`src/rtl/pipe_hazard_seq.sv`:
```
// Pipeline hazard sequencer for the 5-stage core.
// Turns stall/flush requests and data-memory busy into per-stage write
// enables, an IF/ID flush and an ID/EX bubble. Outputs are Mealy so a hazard
// acts in the cycle it is detected. Saturating stall/flush counters included.
module pipe_hazard_seq #(
   parameter int LOAD_STALL_CYCLES = 1,
   parameter int FLUSH_CYCLES      = 1,
   parameter int CNT_W             = 16
) (
   input  logic             clk,
   input  logic             rst,
   input  logic             stall_req,
   input  logic             flush_req,
   input  logic             dmem_busy,
   input  logic             cnt_clr,
   output logic             pc_write,
   output logic             ifid_write,
   output logic             ifid_flush,
   output logic             idex_write,
   output logic             idex_bubble,
   output logic             exmem_write,
   output logic             memwb_write,
   output logic [1:0]       state_o,
   output logic [CNT_W-1:0] stall_cnt,
   output logic [CNT_W-1:0] flush_cnt
);

   typedef enum logic [1:0] {
      RUN    = 2'd0,
      LSTALL = 2'd1,
      FLUSH  = 2'd2,
      MWAIT  = 2'd3
   } stateT;

   // Control bundle order: pc, ifidW, ifidFlush, idexW, idexBubble, exmemW, memwbW
   localparam logic [6:0] P_NORMAL = 7'b1101011;
   localparam logic [6:0] P_STALL  = 7'b0001111;
   localparam logic [6:0] P_FLUSH  = 7'b1111111;
   localparam logic [6:0] P_FREEZE = 7'b0000000;

   localparam logic [3:0] LS_RELOAD = 4'(LOAD_STALL_CYCLES - 1);
   localparam logic [3:0] FL_RELOAD = 4'(FLUSH_CYCLES - 1);

   stateT            r_state, w_nextState;
   stateT            r_ret, w_nextRet;
   stateT            w_ctx;
   logic [3:0]       r_lsLeft, w_nextLsLeft;
   logic [3:0]       r_flLeft, w_nextFlLeft;
   logic             r_pendFlush, w_nextPendFlush;
   logic             w_flushNow;
   logic             w_flushEvent;
   logic [6:0]       w_ctl;
   logic [CNT_W-1:0] r_stallCnt, r_flushCnt;

   // Next-state and Mealy outputs. When memory releases in MWAIT, that very
   // cycle is processed as the saved state would process it (w_ctx), so no
   // cycle is lost on the way back; a latched or live flush overrides it.
   always_comb begin
      w_ctl           = P_NORMAL;
      w_nextState     = r_state;
      w_nextRet       = r_ret;
      w_nextLsLeft    = r_lsLeft;
      w_nextFlLeft    = r_flLeft;
      w_nextPendFlush = r_pendFlush;
      w_flushEvent    = 1'b0;
      w_ctx           = (r_state == MWAIT) ? r_ret : r_state;
      w_flushNow      = flush_req | ((r_state == MWAIT) & r_pendFlush);
      if (!rst) begin
         if (dmem_busy) begin
            w_ctl       = P_FREEZE;
            w_nextState = MWAIT;
            if (r_state == MWAIT) begin
               w_nextPendFlush = r_pendFlush | flush_req;
            end else begin
               w_nextRet = r_state;
            end
         end else begin
            w_nextPendFlush = 1'b0;
            w_nextState     = RUN;
            if (w_flushNow) begin
               w_ctl        = P_FLUSH;
               w_flushEvent = 1'b1;
               w_nextLsLeft = 4'd0;
               if (FLUSH_CYCLES > 1) begin
                  w_nextState  = FLUSH;
                  w_nextFlLeft = FL_RELOAD;
               end
            end else if (w_ctx == FLUSH) begin
               w_ctl        = P_FLUSH;
               w_nextFlLeft = r_flLeft - 4'd1;
               if (r_flLeft != 4'd1) begin
                  w_nextState = FLUSH;
               end
            end else if (w_ctx == LSTALL) begin
               w_ctl        = P_STALL;
               w_nextLsLeft = r_lsLeft - 4'd1;
               if (r_lsLeft != 4'd1) begin
                  w_nextState = LSTALL;
               end
            end else if (stall_req) begin
               w_ctl = P_STALL;
               if (LOAD_STALL_CYCLES > 1) begin
                  w_nextState  = LSTALL;
                  w_nextLsLeft = LS_RELOAD;
               end
            end
         end
      end
   end

   assign {pc_write, ifid_write, ifid_flush, idex_write,
           idex_bubble, exmem_write, memwb_write} = w_ctl;

   // State register; reset aborts any stall, flush or wait in progress.
   always_ff @(posedge clk) begin
      if (rst) begin
         r_state     <= RUN;
         r_ret       <= RUN;
         r_lsLeft    <= 4'd0;
         r_flLeft    <= 4'd0;
         r_pendFlush <= 1'b0;
      end else begin
         r_state     <= w_nextState;
         r_ret       <= w_nextRet;
         r_lsLeft    <= w_nextLsLeft;
         r_flLeft    <= w_nextFlLeft;
         r_pendFlush <= w_nextPendFlush;
      end
   end

   // Saturating performance counters; a clear beats a same-cycle increment.
   always_ff @(posedge clk) begin
      if (rst || cnt_clr) begin
         r_stallCnt <= '0;
         r_flushCnt <= '0;
      end else begin
         if (!pc_write && (r_stallCnt != '1)) begin
            r_stallCnt <= r_stallCnt + CNT_W'(1);
         end
         if (w_flushEvent && (r_flushCnt != '1)) begin
            r_flushCnt <= r_flushCnt + CNT_W'(1);
         end
      end
   end

   assign state_o   = r_state;
   assign stall_cnt = r_stallCnt;
   assign flush_cnt = r_flushCnt;

endmodule
```
`config.mk`:
```
export PLATFORM = sky130hd
export DESIGN_NAME = pipe_hazard_seq
export DESIGN_NICKNAME = d
export VERILOG_FILES = /design/src/rtl/pipe_hazard_seq.sv
export SDC_FILE = /design/constraint.sdc
export NUM_CORES = 1
export LEC_CHECK = 0
export BUFFER_PORTS_ARGS = -buffer_cell sky130_fd_sc_hd__buf_4
export CORE_ASPECT_RATIO = 0.6
export CORE_UTILIZATION = 35
export DETAILED_ROUTE_END_ITERATION = 8
export GPL_TIMING_DRIVEN = 0
export SYNTH_ARGS = -nofsm -noshare
export SYNTH_HDL_FRONTEND = slang
export SYNTH_SLANG_ARGS = --single-unit
```
`constraint.sdc`:
```
create_clock -name clk -period 2.15 [get_ports clk]
set_input_delay 0.5375 -clock clk [delete_from_list [all_inputs] [get_ports clk]]
set_output_delay 0.5375 -clock clk [all_outputs]
set_load 0.1 [all_outputs]
```
==> flow_summary.html, run 1 <==
<table>
<tr><th>Metric</th><th>Value</th></tr>
<tr><th colspan="2">Power</th></tr>
<tr><td>Internal cell power</td><td>1.22 mW</td></tr>
<tr><td>Proportion of power drawn by the clock network</td><td>31.2%</td></tr>
<tr><td>Power Density</td><td>531 mW/mm²</td></tr>
<tr><td>Leakage</td><td>1.17 nW</td></tr>
<tr><td>Combinational Power Share</td><td>19.1%</td></tr>
<tr><td>Total design power</td><td>1.72 mW</td></tr>
<tr><td>Highest ir drop seen on vdd</td><td>0.304 mV</td></tr>
<tr><td>Proportion of total power due to net switching</td><td>29.4%</td></tr>
<tr><td>Net switching power figure</td><td>0.507 mW</td></tr>
<tr><td>Sequential cell fraction of total power</td><td>49.7%</td></tr>
<tr><th colspan="2">Setup path</th></tr>
<tr><td>Critical path required time</td><td>1.61 ns</td></tr>
<tr><td>Top delay family on crit path</td><td>buffers and inverters</td></tr>
<tr><td>Buffers and inverters on the worst path</td><td>5</td></tr>
<tr><td>Slowest cell on crit path</td><td>sky130_fd_sc_hd__dfxtp_4</td></tr>
<tr><td>Kind of start point of the critical path</td><td>flip-flop</td></tr>
<tr><td>Start-to-end type of the worst setup path</td><td>flip-flop to output pin</td></tr>
<tr><td>Stage delay of the slowest cell on the critical path</td><td>0.38 ns</td></tr>
<tr><td>Cell repeated most along the worst path</td><td>sky130_fd_sc_hd__buf_16</td></tr>
<tr><td>Highest fanout seen on the critical path</td><td>6</td></tr>
<tr><td>Element type at the critical path end</td><td>output pin</td></tr>
<tr><td>Cell-by-cell listing of the critical path</td><td>clkinvlp_4 -&gt; o21ai_4 -&gt; a2111oi_4 -&gt; inv_2 -&gt; buf_6 -&gt; buf_16 -&gt; buf_16</td></tr>
<tr><td>Worst Path Arrival</td><td>1.77 ns</td></tr>
<tr><th colspan="2">Synthesis</th></tr>
<tr><td>Syn nets</td><td>288</td></tr>
<tr><td>Synthesis warning total</td><td>0</td></tr>
<tr><td>Number of enable flip-flop cells after synthesis</td><td>0</td></tr>
<tr><td>Proportion of register bits with asynchronous set or reset after synthesis</td><td>0%</td></tr>
<tr><td>Per-instance average area after synthesis</td><td>8.47 µm²</td></tr>
<tr><td>Post-synthesis cell area</td><td>0.00234 mm²</td></tr>
<tr><td>Synth Register Bits</td><td>45</td></tr>
<tr><td>Sequential cell area fraction in the yosys report</td><td>38.5%</td></tr>
<tr><td>Count of mapped cells out of synthesis</td><td>276</td></tr>
<tr><td>Number of distinct library cell variants in the gate-level netlist after synthesis</td><td>50</td></tr>
<tr><td>Post-synth top flop</td><td>sky130_fd_sc_hd__dfxtp_1</td></tr>
<tr><th colspan="2">Timing</th></tr>
<tr><td>Setup repair after global routing missed its margin</td><td>true</td></tr>
<tr><td>Tightest Pin Transition</td><td>0.680 ns</td></tr>
<tr><td>Tightest hold margin</td><td>0.461 ns</td></tr>
<tr><td>Count of final max-slew check failures</td><td>0</td></tr>
<tr><td>Fin. Hold Viols</td><td>0</td></tr>
<tr><td>Fin crit share</td><td>107%</td></tr>
<tr><td>Worst setup slack after layout</td><td>-0.157 ns</td></tr>
<tr><td>Total of endpoints with negative setup slack in the final report</td><td>8</td></tr>
<tr><td>Slew Limit Headroom</td><td>54.3%</td></tr>
<tr><td>Worst-case clock skew</td><td>0.00961 ns</td></tr>
<tr><td>Tmin final</td><td>2.31 ns</td></tr>
<tr><td>Max frequency</td><td>434 MHz</td></tr>
<tr><th colspan="2">Finish</th></tr>
<tr><td>Inserted Diodes</td><td>0</td></tr>
<tr><td>Final instance area</td><td>0.00325 mm²</td></tr>
<tr><td>Layout overhead on the synthesized area</td><td>39.0%</td></tr>
<tr><td>Number of nets in the final layout</td><td>353</td></tr>
<tr><td>Fraction of final layout cells sized beyond drive strength 1</td><td>41.3%</td></tr>
<tr><td>Fill cells</td><td>613</td></tr>
<tr><th colspan="2">Placement</th></tr>
<tr><td>Detail Placement HPWL</td><td>4540 µm</td></tr>
<tr><td>Final RePlAce weighted congestion</td><td>0.808</td></tr>
<tr><td>Dpl cell area</td><td>0.00295 mm²</td></tr>
<tr><td>IO Port Bufs</td><td>45</td></tr>
<tr><th colspan="2">Global routing</th></tr>
<tr><td>Leftover overflow at the end of global routing</td><td>0</td></tr>
<tr><td>Largest net degree at the start of global routing</td><td>13</td></tr>
<tr><td>Antenna violations before repair</td><td>0</td></tr>
<tr><td>Via count of the first global-routing pass</td><td>2080</td></tr>
<tr><td>Global Route Usage Sum</td><td>19.1%</td></tr>
<tr><td>Global-route wire length before repair</td><td>10400 µm</td></tr>
<tr><th colspan="2">Floorplanning</th></tr>
<tr><td>Effective utilization at floorplan</td><td>37.2%</td></tr>
<tr><td>Die Span Y</td><td>65.3 µm</td></tr>
<tr><td>Rows</td><td>22</td></tr>
<tr><td>Io pins</td><td>47</td></tr>
<tr><td>Die outline width</td><td>107 µm</td></tr>
<tr><td>Die footprint</td><td>0.00702 mm²</td></tr>
<tr><td>CORE AREA</td><td>0.00628 mm²</td></tr>
<tr><th colspan="2">Outcome</th></tr>
<tr><td>Violations in the final reports</td><td>negative setup slack</td></tr>
<tr><td>Outcome</td><td>finished, violations left</td></tr>
<tr><th colspan="2">Clocking</th></tr>
<tr><td>Root buf cell</td><td>sky130_fd_sc_hd__clkbuf_8</td></tr>
<tr><td>CTS H-tree lvls</td><td>2</td></tr>
<tr><td>Number of buffers on the longest clock path</td><td>2</td></tr>
<tr><td>Clock-pin slew on the worst setup and hold paths</td><td>0.09 ns</td></tr>
<tr><td>Clock tree from TritonCTS</td><td>yes</td></tr>
<tr><td>Number of sinks on the clock net</td><td>45</td></tr>
<tr><td>Inserted Clock Buffers</td><td>5</td></tr>
<tr><td>Clk Latency, worst-skew pair</td><td>0.29 ns</td></tr>
<tr><td># hold bufs at CTS</td><td>0</td></tr>
<tr><th colspan="2">Job</th></tr>
<tr><td>Number of max-cap violations</td><td>0</td></tr>
<tr><th colspan="2">Route</th></tr>
<tr><td>Detailed-route wire length</td><td>6580 µm</td></tr>
<tr><td>First-pass iteration count of the detailed router</td><td>4</td></tr>
<tr><td>Remaining design rule violation count</td><td>0</td></tr>
<tr><td>Average via count per standard cell</td><td>5.33</td></tr>
<tr><td>Via count of the routed design</td><td>2267</td></tr>
<tr><td>Initial DRC count</td><td>99</td></tr>
<tr><td>Number of antenna-violating nets in the routed design</td><td>0</td></tr>
<tr><td>Final routed wire length divided by cell count</td><td>15.5 µm</td></tr>
<tr><th colspan="2">Worst hold path</th></tr>
<tr><td>Class of the most critical hold timing path</td><td>input port to flip-flop</td></tr>
</table>
-- final cells by class --
cell class              instances  area, µm²  share of cell area (%)
multi-input cells             209       1460                    44.9
flip-flops and latches         45        953                    29.3
repair buffers                 59        482                    14.8
plain buffers                  13        129                    3.97
well taps                      84        105                    3.23
clock buffers                   7       86.3                    2.66
inverters                       8       33.8                    1.04
-- kinds of logic (layout without fill, tap and decap cells) --
kind of cell	Yosys count	in the layout	share of synthesized area [%]
mux	1	1	0.428
buf+inv	22	87	4.50
xor+xnor	14	14	5.25
flops	45	45	38.5
compound gates	62	62	19.0
fa+ha+maj	6	6	3.21
simple gates	126	126	29.1
-- layer usage --
metal	track usage, %	routed length [µm]	vias up	part of all wire (%)
met5	0	0	-	0
met4	3.08	24	0	0.36
met3	3.97	343	2	5.2
met2	28.3	2740	54	42
met1	28.7	3480	1065	53
li1	-	-	1146	-
-- cell usage in the layout (no fill, tap or decap), drive strengths merged, types with 2 or more instances in the layout --
| master | instances |
|---|---|
| buf | 64 |
| dfxtp | 45 |
| nor2 | 33 |
| a21oi | 20 |
| nand2 | 16 |
| clkbuf | 15 |
| nor3 | 14 |
| nand3 | 12 |
| xnor2 | 12 |
| o31ai | 9 |
| o21ai | 9 |
| or4 | 9 |
| inv | 7 |
| nand4 | 6 |
| ha | 6 |
| nor2b | 5 |
| and3 | 4 |
| and4 | 4 |
| nor4 | 4 |
| and2 | 3 |
| or3 | 3 |
| a31oi | 3 |
| nand4b | 3 |
| nand2b | 3 |
| or2 | 2 |
| a31o | 2 |
| nor3b | 2 |
| a41oi | 2 |
| xor2 | 2 |
| o2111ai | 2 |
| a211oi | 2 |
| o21a | 2 |
| a2111oi | 2 |
| nor4b | 2 |
-- through the flow --
| step | utilization, % | worst slack [ns] | TNS [ns] | cells |
|---|---|---|---|---|
| after global routing | 51.8 | -0.228 | -1.26 | 425 |
| final | 51.8 | -0.157 | -0.575 | 425 |
| after detailed placement | 46.9 | -0.439 | -3.59 | 405 |
| after floorplan | - | -0.181 | -0.320 | 276 |
| after CTS | 50.5 | -0.349 | -1.47 | 422 |
| after global placement | 46.9 | -0.471 | -3.47 | 405 |
-- Yosys cell counts, types with 5 or more instances --
master                      n  area (µm²)
sky130_fd_sc_hd__nand2_1   16        60.1
sky130_fd_sc_hd__nor2_1    33         124
sky130_fd_sc_hd__ha_1       6        75.1
sky130_fd_sc_hd__nor3_1    14        70.1
sky130_fd_sc_hd__nand3_1   12        60.1
sky130_fd_sc_hd__or4_1      9        67.6
sky130_fd_sc_hd__nand4_1    6        37.5
sky130_fd_sc_hd__dfxtp_1   45         901
sky130_fd_sc_hd__xnor2_1   12         105
sky130_fd_sc_hd__clkbuf_1   9        33.8
sky130_fd_sc_hd__nor2b_1    5        31.3
sky130_fd_sc_hd__o21ai_0    8        40.0
sky130_fd_sc_hd__a21oi_1   20         100
sky130_fd_sc_hd__inv_1      7        26.3
sky130_fd_sc_hd__o31ai_1    9        67.6
-- state kept, by name, indices dropped and copies added (netlist names) --
name         cells
flush_cnt       16
stall_cnt       16
r_flLeft         4
r_lsLeft         4
r_ret            2
state_o          2
r_pendFlush      1
-- timing repair --
| action | 4_1_cts | 5_1_grt |
|---|---|---|
| endpoints found under the hold margin | 0 | 0 |
| setup buffers | 15 | 4 |
| pin swaps | 13 | 8 |
| setup endpoints to repair | 14 | 24 |
| gates resized for setup | 15 | 21 |
-- power groups by stage --
stage / clock [mW] / combinational (mW) / sequential, mW
6_report: 0.538 / 0.330 / 0.858
5_1_grt: 0.599 / 0.347 / 0.860
4_1_cts: 0.553 / 0.323 / 0.857
3_5_place_dp: 0 / 0.286 / 0.875
3_3_place_gp: 0 / 0.285 / 0.875
2_1_floorplan: 0 / 0.196 / 0.903
-- final timing paths --
| check | from | endpoint | slack, ns | cells past startpoint |
|---|---|---|---|---|
| max | state_o[1]$_SDFF_PP0_ | pc_write | -0.16 | 7 |
| min | rst | r_ret[1]$_SDFFE_PP0P_ | 0.46 | 2 |
| max reg2reg | state_o[1]$_SDFF_PP0_ | stall_cnt[4]$_SDFFE_PP0P_ | -0.10 | 10 |
| min reg2reg | flush_cnt[1]$_SDFFE_PP0P_ | flush_cnt[1]$_SDFFE_PP0P_ | 0.50 | 2 |
No activity file was read; power rests on OpenSTA's default activity.
==> inputs of run 2 (changes only) <==
Settings changed: PLACE_DENSITY set to 0.63, REMOVE_ABC_BUFFERS set to 1.
==> run 2 against run 1 <==
Compared with the run above:
- the flow still finishes with violations (negative setup slack)
- power up 6.1%
- final area decreased by 5.4%
- sequential share of layout area grew 0.22 points
- global-route usage down 2.1 points
- setup slack better by 0.099 ns
- clock power is 26% higher
- critical path type unchanged
- largest power group unchanged
==> flow_summary.html, run 2 (synthesis gave the netlist of run 1 again) <==
<table>
<tr><th>Metric</th><th>Value</th></tr>
<tr><th colspan="2">Outcome</th></tr>
<tr><td>Outcome</td><td>finished, violations left</td></tr>
<tr><td>Violations in the final reports</td><td>negative setup slack</td></tr>
<tr><th colspan="2">Setup path</th></tr>
<tr><td>Kind of start point of the critical path</td><td>flip-flop</td></tr>
<tr><td>Stage delay of the slowest cell on the critical path</td><td>0.37 ns (about the same)</td></tr>
<tr><td>Cell-by-cell listing of the critical path</td><td>nand2b_4 -&gt; a311oi_4 -&gt; a2111oi_4 -&gt; bufinv_8 -&gt; buf_12</td></tr>
<tr><td>Top delay family on crit path</td><td>compound AO/OA/AOI/OAI gates</td></tr>
<tr><td>Worst Path Arrival</td><td>1.67 ns (-0.10 ns)</td></tr>
<tr><td>Buffers and inverters on the worst path</td><td>2 (-3)</td></tr>
<tr><td>Highest fanout seen on the critical path</td><td>3 (-3)</td></tr>
<tr><td>Slowest cell on crit path</td><td>sky130_fd_sc_hd__a2111oi_4</td></tr>
<tr><td>Element type at the critical path end</td><td>output pin</td></tr>
<tr><td>Critical path required time</td><td>1.61 ns (about the same)</td></tr>
<tr><td>Start-to-end type of the worst setup path</td><td>flip-flop to output pin</td></tr>
<tr><th colspan="2">Power</th></tr>
<tr><td>Highest ir drop seen on vdd</td><td>0.369 mV (+21%)</td></tr>
<tr><td>Leakage</td><td>1.09 nW (-6.2%)</td></tr>
<tr><td>Power Density</td><td>595 mW/mm² (+12%)</td></tr>
<tr><td>Total design power</td><td>1.83 mW (+6.1%)</td></tr>
<tr><th colspan="2">Global routing</th></tr>
<tr><td>Antenna violations before repair</td><td>0 (unchanged)</td></tr>
<tr><td>Largest net degree at the start of global routing</td><td>30 (+17)</td></tr>
<tr><td>Leftover overflow at the end of global routing</td><td>0 (unchanged)</td></tr>
<tr><td>Via count of the first global-routing pass</td><td>1987 (-4.5%)</td></tr>
<tr><td>GR met3 Demand/Resource</td><td>3.67% (-0.30 points)</td></tr>
<tr><td>GRT met2 Usage</td><td>26.0% (-2.3 points)</td></tr>
<tr><td>Global Route Usage Sum</td><td>17.1% (-2.1 points)</td></tr>
<tr><td>Met1 Use GR</td><td>24.6% (-4.1 points)</td></tr>
<tr><td>Busiest grt layer</td><td>met2</td></tr>
<tr><td>Global-route wire length before repair</td><td>9540 µm (-8.7%)</td></tr>
<tr><th colspan="2">Clocking</th></tr>
<tr><td>Clk Latency, worst-skew pair</td><td>0.30 ns (about the same)</td></tr>
<tr><td>CTS H-tree lvls</td><td>2 (unchanged)</td></tr>
<tr><td>Number of buffers on the longest clock path</td><td>2 (unchanged)</td></tr>
<tr><td>Root buf cell</td><td>sky130_fd_sc_hd__clkbuf_8</td></tr>
<tr><td>Clock tree from TritonCTS</td><td>yes</td></tr>
<tr><td>Inserted Clock Buffers</td><td>5 (unchanged)</td></tr>
<tr><td>Number of sinks on the clock net</td><td>45 (unchanged)</td></tr>
<tr><td>Clock-pin slew on the worst setup and hold paths</td><td>0.09 ns (about the same)</td></tr>
<tr><td># hold bufs at CTS</td><td>0 (unchanged)</td></tr>
<tr><th colspan="2">Timing</th></tr>
<tr><td>Fin crit share</td><td>103% (-4.6 points)</td></tr>
<tr><td>Worst setup slack after layout</td><td>-0.0578 ns (+0.0990 ns)</td></tr>
<tr><td>Setup total negative slack</td><td>-0.115 ns (+0.460 ns)</td></tr>
<tr><td>Tightest Pin Transition</td><td>0.676 ns (-0.00308 ns)</td></tr>
<tr><td>Slew Limit Headroom</td><td>54.9% (+0.53 points)</td></tr>
<tr><td>Tmin final</td><td>2.21 ns (-0.0990 ns)</td></tr>
<tr><td>Fin. Hold Viols</td><td>0 (unchanged)</td></tr>
<tr><td>Count of final max-slew check failures</td><td>0 (unchanged)</td></tr>
<tr><td>Setup repair after global routing missed its margin</td><td>true</td></tr>
<tr><td>Worst-case clock skew</td><td>0.00679 ns (-0.00282 ns)</td></tr>
<tr><td>Max frequency</td><td>453 MHz (+4.5%)</td></tr>
<tr><td>Tightest hold margin</td><td>0.509 ns (+0.0475 ns)</td></tr>
<tr><td>Total of endpoints with negative setup slack in the final report</td><td>2 (-6)</td></tr>
<tr><th colspan="2">Route</th></tr>
<tr><td>Number of antenna-violating nets in the routed design</td><td>0 (unchanged)</td></tr>
<tr><td>Average via count per standard cell</td><td>5.47 (+2.5%)</td></tr>
<tr><td>Via count of the routed design</td><td>2247 (-0.88%)</td></tr>
<tr><td>First-pass iteration count of the detailed router</td><td>7 (+3)</td></tr>
<tr><td>Detailed-route wire length</td><td>5870 µm (-11%)</td></tr>
<tr><td>Final routed wire length divided by cell count</td><td>14.3 µm (-7.8%)</td></tr>
<tr><td>Remaining design rule violation count</td><td>0 (unchanged)</td></tr>
<tr><td>Initial DRC count</td><td>116 (+17%)</td></tr>
<tr><th colspan="2">Placement</th></tr>
<tr><td>IO Port Bufs</td><td>46 (+2.2%)</td></tr>
<tr><td>Placed Cells</td><td>392 (-3.2%)</td></tr>
<tr><td>Detail Placement HPWL</td><td>3960 µm (-13%)</td></tr>
<tr><td>Final RePlAce weighted congestion</td><td>0.768 (-4.9%)</td></tr>
<tr><th colspan="2">Finish</th></tr>
<tr><td>Number of nets in the final layout</td><td>338 (-4.2%)</td></tr>
<tr><td>Layout Cells excl Fill</td><td>411 (-3.3%)</td></tr>
<tr><td>Most frequent cells in the layout</td><td>sky130_fd_sc_hd__buf_4 (51), sky130_fd_sc_hd__dfxtp_1 (41), sky130_fd_sc_hd__nor2_1 (31)</td></tr>
<tr><td>Layout overhead on the synthesized area</td><td>31.5%</td></tr>
<tr><td>Inserted Diodes</td><td>0 (unchanged)</td></tr>
<tr><td>Final core utilization</td><td>49.0% (-2.8 points)</td></tr>
<tr><td>Commonest non-fill, non-tap cell in the layout</td><td>sky130_fd_sc_hd__buf_4</td></tr>
<tr><td>Fraction of final layout cells sized beyond drive strength 1</td><td>29.4% (-12 points)</td></tr>
<tr><th colspan="2">Floorplanning</th></tr>
<tr><td>Io pins</td><td>47 (unchanged)</td></tr>
<tr><td>Effective utilization at floorplan</td><td>37.2% (unchanged)</td></tr>
<tr><td>Die outline width</td><td>107 µm (unchanged)</td></tr>
<tr><td>Rows</td><td>22 (unchanged)</td></tr>
<tr><td>Die footprint</td><td>0.00702 mm² (unchanged)</td></tr>
<tr><td>Die Span Y</td><td>65.3 µm (unchanged)</td></tr>
<tr><td>CORE AREA</td><td>0.00628 mm² (unchanged)</td></tr>
<tr><th colspan="2">Job</th></tr>
<tr><td>Number of max-cap violations</td><td>0 (unchanged)</td></tr>
<tr><th colspan="2">Worst hold path</th></tr>
<tr><td>Class of the most critical hold timing path</td><td>flip-flop to flip-flop</td></tr>
</table>
-- run 2: where the power goes --
part           switching [mW]  internal (mW)  total [mW]
registers              0.0187          0.846       0.865
logic                   0.192         0.0961       0.288
clock network           0.297          0.379       0.677
-- run 2: path summary, 6_finish.rpt --
path	start	to	slack, ns	depth (start not counted)
setup reg to reg	r_ret[0]$_SDFFE_PP0P_	stall_cnt[15]$_SDFFE_PP0P_	0.04	7
setup / recovery	r_ret[0]$_SDFFE_PP0P_	ifid_write	-0.06	5
hold / removal	stall_cnt[10]$_SDFFE_PP0P_	stall_cnt[10]$_SDFFE_PP0P_	0.51	2
hold reg to reg	stall_cnt[10]$_SDFFE_PP0P_	stall_cnt[10]$_SDFFE_PP0P_	0.51	2
-- run 2: area by class of cell --
type	count	area (µm²)
fillers	616	3200
multi-input cells	209	1430
flip-flops and latches	45	908
repair buffers	56	460
well taps	84	105
clock buffers	7	86.3
inverters	8	43.8
clock inverters	1	30.0
repair inverters	1	6.26
-- run 2: per-layer routing --
| layer | vias up | part of all wire, % | wire (µm) |
|---|---|---|---|
| met5 | - | 0 | 0 |
| met4 | 0 | 0.72 | 42 |
| met3 | 5 | 4.7 | 277 |
| met2 | 57 | 43 | 2510 |
| met1 | 1067 | 52 | 3030 |
| li1 | 1118 | - | - |
-- run 2: metrics by stage --
step | cell area (µm²) | worst slack [ns]
6_report | 3070 | -0.0578
5_1_grt | 3070 | -0.137
4_1_cts | 2970 | -0.0744
3_5_place_dp | 2710 | -0.296
3_3_place_gp | 2710 | -0.279
2_1_floorplan | 2260 | -2.02
-- run 2: timing repair --
action	in CTS	in global routing
endpoints found under the setup margin	21	23
setup buffers	8	2
pin swaps	2	6
gates cloned	1	0
endpoints found under the hold margin	0	0
gates resized for setup	19	22
-- run 2: worst reg2reg max path, delay by kind of cell (launching register included) --
kind | cells | cell delay, ns
DFF | 1 | 0.35
and+or+nand+nor | 2 | 0.66
AOI/OAI and AO/OA | 3 | 0.61
buffers and inverters | 2 | 0.43
==> inputs of run 3 (changes only) <==
Settings changed: ABC_CLOCK_PERIOD_IN_PS set to 2400, PLACE_DENSITY 0.63 to 0.61.
Clock period 2.15 ns to 2.4 ns, I/O delays scaled along.
==> run 3 against run 2 <==
Compared with the run above:
- the run now ends clean
- critical path type unchanged
- global-route usage increased by 0.36 points
- clock skew increased by 0.0017 ns
- die area unchanged
- wire length decreased by 2.5%
- setup slack improved by 0.14 ns
- sequential power decreased by 10%
- combinational power decreased by 18%
- register-to-register slack improved by 0.26 ns
- largest power group unchanged
- core utilization decreased by 2.6 points
- final area decreased by 5.3%
- power decreased by 19%
==> flow_summary.html, run 3 (synthesis gave the netlist of run 1 again) <==
<table>
<tr><th>Metric</th><th>Value</th></tr>
<tr><th colspan="2">Outcome</th></tr>
<tr><td>Outcome</td><td>complete, no violations</td></tr>
<tr><th colspan="2">Setup path</th></tr>
<tr><td>Endpoint of the lowest-slack register-to-register path</td><td>stall_cnt[5]$_SDFFE_PP0P_</td></tr>
<tr><td>R2r worst-path depth</td><td>7 (unchanged)</td></tr>
<tr><td>Element type at the critical path end</td><td>output pin</td></tr>
<tr><td>Register-to-register setup slack</td><td>0.30 ns (+0.26 ns)</td></tr>
<tr><td>Start-to-end type of the worst setup path</td><td>flip-flop to output pin</td></tr>
<tr><td>Worst Path Arrival</td><td>1.72 ns (+0.05 ns)</td></tr>
<tr><td>Cell-by-cell listing of the critical path</td><td>nor2b_4 -&gt; o21ai_4 -&gt; a2111oi_4 -&gt; bufinv_8 -&gt; buf_6</td></tr>
<tr><td>Stage delay of the slowest cell on the critical path</td><td>0.39 ns (+0.02 ns)</td></tr>
<tr><td>Launch instance of the worst register-to-register path</td><td>r_ret[0]$_SDFFE_PP0P_</td></tr>
<tr><td>Buffers and inverters on the worst path</td><td>2 (unchanged)</td></tr>
<tr><td>Kind of start point of the critical path</td><td>flip-flop</td></tr>
<tr><td>Top delay family on crit path</td><td>compound AO/OA/AOI/OAI gates</td></tr>
<tr><td>Critical path required time</td><td>1.80 ns (+0.19 ns)</td></tr>
<tr><td>Highest fanout seen on the critical path</td><td>6 (+3)</td></tr>
<tr><td>Slowest cell on crit path</td><td>sky130_fd_sc_hd__a2111oi_4</td></tr>
<tr><th colspan="2">Clocking</th></tr>
<tr><td># hold bufs at CTS</td><td>0 (unchanged)</td></tr>
<tr><td>Root buf cell</td><td>sky130_fd_sc_hd__clkbuf_8</td></tr>
<tr><td>Number of buffers on the longest clock path</td><td>2 (unchanged)</td></tr>
<tr><td>Clock tree from TritonCTS</td><td>yes</td></tr>
<tr><td>Inserted Clock Buffers</td><td>5 (unchanged)</td></tr>
<tr><td>CTS H-tree lvls</td><td>2 (unchanged)</td></tr>
<tr><td>Clock-pin slew on the worst setup and hold paths</td><td>0.08 ns (about the same)</td></tr>
<tr><td>Number of sinks on the clock net</td><td>45 (unchanged)</td></tr>
<tr><td>Clk Latency, worst-skew pair</td><td>0.30 ns (about the same)</td></tr>
<tr><th colspan="2">Global routing</th></tr>
<tr><td>Leftover overflow at the end of global routing</td><td>0 (unchanged)</td></tr>
<tr><td>Global Route Usage Sum</td><td>17.4% (+0.36 points)</td></tr>
<tr><td>Global-route wire length before repair</td><td>9620 µm (+0.87%)</td></tr>
<tr><td>Largest net degree at the start of global routing</td><td>30 (unchanged)</td></tr>
<tr><td>Via count of the first global-routing pass</td><td>1992 (+0.25%)</td></tr>
<tr><td>Antenna violations before repair</td><td>0 (unchanged)</td></tr>
<tr><th colspan="2">Worst hold path</th></tr>
<tr><td>Endpoint of the worst hold path</td><td>r_lsLeft[3]$_SDFFE_PP0P_</td></tr>
<tr><td>WHS Path Cells</td><td>2 (unchanged)</td></tr>
<tr><td>Class of the most critical hold timing path</td><td>flip-flop to flip-flop</td></tr>
<tr><td>Hold path startpoint</td><td>r_lsLeft[3]$_SDFFE_PP0P_</td></tr>
<tr><th colspan="2">Power</th></tr>
<tr><td>Leakage</td><td>1.02 nW (-7.1%)</td></tr>
<tr><td>Power Density</td><td>508 mW/mm² (-15%)</td></tr>
<tr><td>Highest ir drop seen on vdd</td><td>0.202 mV (-45%)</td></tr>
<tr><th colspan="2">Finish</th></tr>
<tr><td>Storage element area</td><td>908 µm² (unchanged)</td></tr>
<tr><td>Fill cells</td><td>623 (+1.1%)</td></tr>
<tr><td>Layout overhead on the synthesized area</td><td>24.5%</td></tr>
<tr><td>Final instance area</td><td>0.00291 mm² (-5.3%)</td></tr>
<tr><td>Fraction of final layout cells sized beyond drive strength 1</td><td>23.9% (-5.4 points)</td></tr>
<tr><td>Most frequent cells in the layout</td><td>sky130_fd_sc_hd__buf_4 (49), sky130_fd_sc_hd__dfxtp_1 (41), sky130_fd_sc_hd__nor2_1 (32)</td></tr>
<tr><td>Inserted Diodes</td><td>0 (unchanged)</td></tr>
<tr><td>Number of nets in the final layout</td><td>333 (-1.5%)</td></tr>
<tr><td>Commonest non-fill, non-tap cell in the layout</td><td>sky130_fd_sc_hd__buf_4</td></tr>
<tr><td>Total area of multi-input combinational cells</td><td>0.00137 mm² (-4.6%)</td></tr>
<tr><th colspan="2">Timing</th></tr>
<tr><td>Tightest Pin Transition</td><td>0.966 ns (+0.289 ns)</td></tr>
<tr><td>Max frequency</td><td>432 MHz</td></tr>
<tr><td>Count of final max-slew check failures</td><td>0 (unchanged)</td></tr>
<tr><td>Worst-case clock skew</td><td>0.00850 ns (+0.00171 ns)</td></tr>
<tr><td>Setup repair after global routing missed its margin</td><td>false</td></tr>
<tr><td>Slew Limit Headroom</td><td>35.0% (-20 points)</td></tr>
<tr><td>Tmin final</td><td>2.32 ns</td></tr>
<tr><td>Fin crit share</td><td>96.5%</td></tr>
<tr><td>Fin. Hold Viols</td><td>0 (unchanged)</td></tr>
<tr><td>Tightest hold margin</td><td>0.503 ns (-0.00624 ns)</td></tr>
<tr><td>Total of endpoints with negative setup slack in the final report</td><td>0 (-2)</td></tr>
<tr><th colspan="2">Floorplanning</th></tr>
<tr><td>Rows</td><td>22 (unchanged)</td></tr>
<tr><td>Die footprint</td><td>0.00702 mm² (unchanged)</td></tr>
<tr><td>Effective utilization at floorplan</td><td>37.2% (unchanged)</td></tr>
<tr><td>Die Span Y</td><td>65.3 µm (unchanged)</td></tr>
<tr><td>Io pins</td><td>47 (unchanged)</td></tr>
<tr><td>CORE AREA</td><td>0.00628 mm² (unchanged)</td></tr>
<tr><td>Die outline width</td><td>107 µm (unchanged)</td></tr>
<tr><th colspan="2">Route</th></tr>
<tr><td>First-pass iteration count of the detailed router</td><td>4 (-3)</td></tr>
<tr><td>Number of antenna-violating nets in the routed design</td><td>0 (unchanged)</td></tr>
<tr><td>Initial DRC count</td><td>117 (+0.86%)</td></tr>
<tr><td>Remaining design rule violation count</td><td>0 (unchanged)</td></tr>
<tr><td>Detailed-route wire length</td><td>5720 µm (-2.5%)</td></tr>
<tr><td>Average via count per standard cell</td><td>5.46 (-0.21%)</td></tr>
<tr><td>Via count of the routed design</td><td>2215 (-1.4%)</td></tr>
<tr><td>Final routed wire length divided by cell count</td><td>14.1 µm (-1.3%)</td></tr>
<tr><th colspan="2">Placement</th></tr>
<tr><td>Final RePlAce weighted congestion</td><td>0.812 (+5.8%)</td></tr>
<tr><td>Detail Placement HPWL</td><td>3900 µm (-1.6%)</td></tr>
<tr><td>Dpl cell area</td><td>0.00271 mm² (unchanged)</td></tr>
<tr><td>IO Port Bufs</td><td>46 (unchanged)</td></tr>
<tr><th colspan="2">Job</th></tr>
<tr><td>Number of max-cap violations</td><td>0 (unchanged)</td></tr>
</table>
[run 3: cell types whose count changed in the layout (fill, tap and decap cells not counted), moves of 2 or more]
cell	delta
sky130_fd_sc_hd__a21oi_1	+5
sky130_fd_sc_hd__a21oi_2	-5
sky130_fd_sc_hd__clkinv_2	+2
sky130_fd_sc_hd__buf_12	-2
sky130_fd_sc_hd__or4_1	+5
sky130_fd_sc_hd__buf_4	-2
sky130_fd_sc_hd__or4_4	-5
[run 3: metrics by stage]
step | total power [mW] | worst slack (ns) | setup TNS (ns) | utilization, % | cells
2_1_floorplan | 0.943 | -1.83 | -21.19 | - | 262
3_3_place_gp | 0.996 | -0.136 | -0.308 | 43.2 | 392
3_5_place_dp | 0.998 | -0.164 | -0.380 | 43.2 | 392
4_1_cts | 1.49 | 0.00809 | 0 | 46.0 | 404
5_1_grt | 1.55 | 0.00945 | 0 | 46.4 | 406
6_report | 1.48 | 0.0842 | 0 | 46.4 | 406
[run 3: worst reg2reg max path: stages, from the launching register on]
cell,delay [ns]
sky130_fd_sc_hd__dfxtp_2,0.34
sky130_fd_sc_hd__nor2b_4,0.17
sky130_fd_sc_hd__o21ai_4,0.09
sky130_fd_sc_hd__a2111oi_4,0.39
sky130_fd_sc_hd__bufinv_8,0.26
sky130_fd_sc_hd__buf_4,0.15
sky130_fd_sc_hd__or4_1,0.49
sky130_fd_sc_hd__a21oi_1,0.15
[run 3: per-layer routing]
metal | vias up | global-route usage, % | wire [µm]
met3 | 2 | 4.17 | 293
met4 | 0 | 4.11 | 19
met2 | 49 | 26.1 | 2380
met1 | 1054 | 25.0 | 3030
met5 | - | 0 | 0
li1 | 1110 | - | -
[run 3: layout make-up]
cell class / count / area share, %
clock buffers: 6 / 2.49
flip-flops and latches: 45 / 31.2
multi-input cells: 209 / 47.0
inverters: 8 / 1.59
repair inverters: 1 / 0.215
well taps: 84 / 3.61
repair buffers: 51 / 13.5
clock inverters: 2 / 0.344
[run 3: power breakdown]
part	leakage [nW]	total (mW)	internal, mW	switching [mW]
clock network	0.0450	0.467	0.202	0.264
registers	0.365	0.775	0.758	0.0167
logic	0.605	0.235	0.0701	0.165
total	1.02	1.48	1.03	0.446
[run 3: how the worst max path moves through the flow]
stage | to | from | slack, ns | cells after the start
floorplan | idex_bubble | state_o[0]$_SDFF_PP0_ | -1.83 | 3
detailed placement | pc_write | dmem_busy | -0.16 | 5
CTS | pc_write | state_o[0]$_SDFF_PP0_ | 0.008 | 4
global route | pc_write | r_ret[0]$_SDFFE_PP0P_ | 0.009 | 5
global placement | ifid_write | dmem_busy | -0.14 | 5
finish | pc_write | r_ret[0]$_SDFFE_PP0P_ | 0.08 | 5
[run 3: what timing repair did]
| item | 4_1_cts | 5_1_grt |
|---|---|---|
| gates resized for setup | 14 | 4 |
| gates cloned | 1 | 0 |
| setup endpoints to repair | 4 | 13 |
| pin swaps | 1 | 1 |
| setup buffers | 3 | 2 |
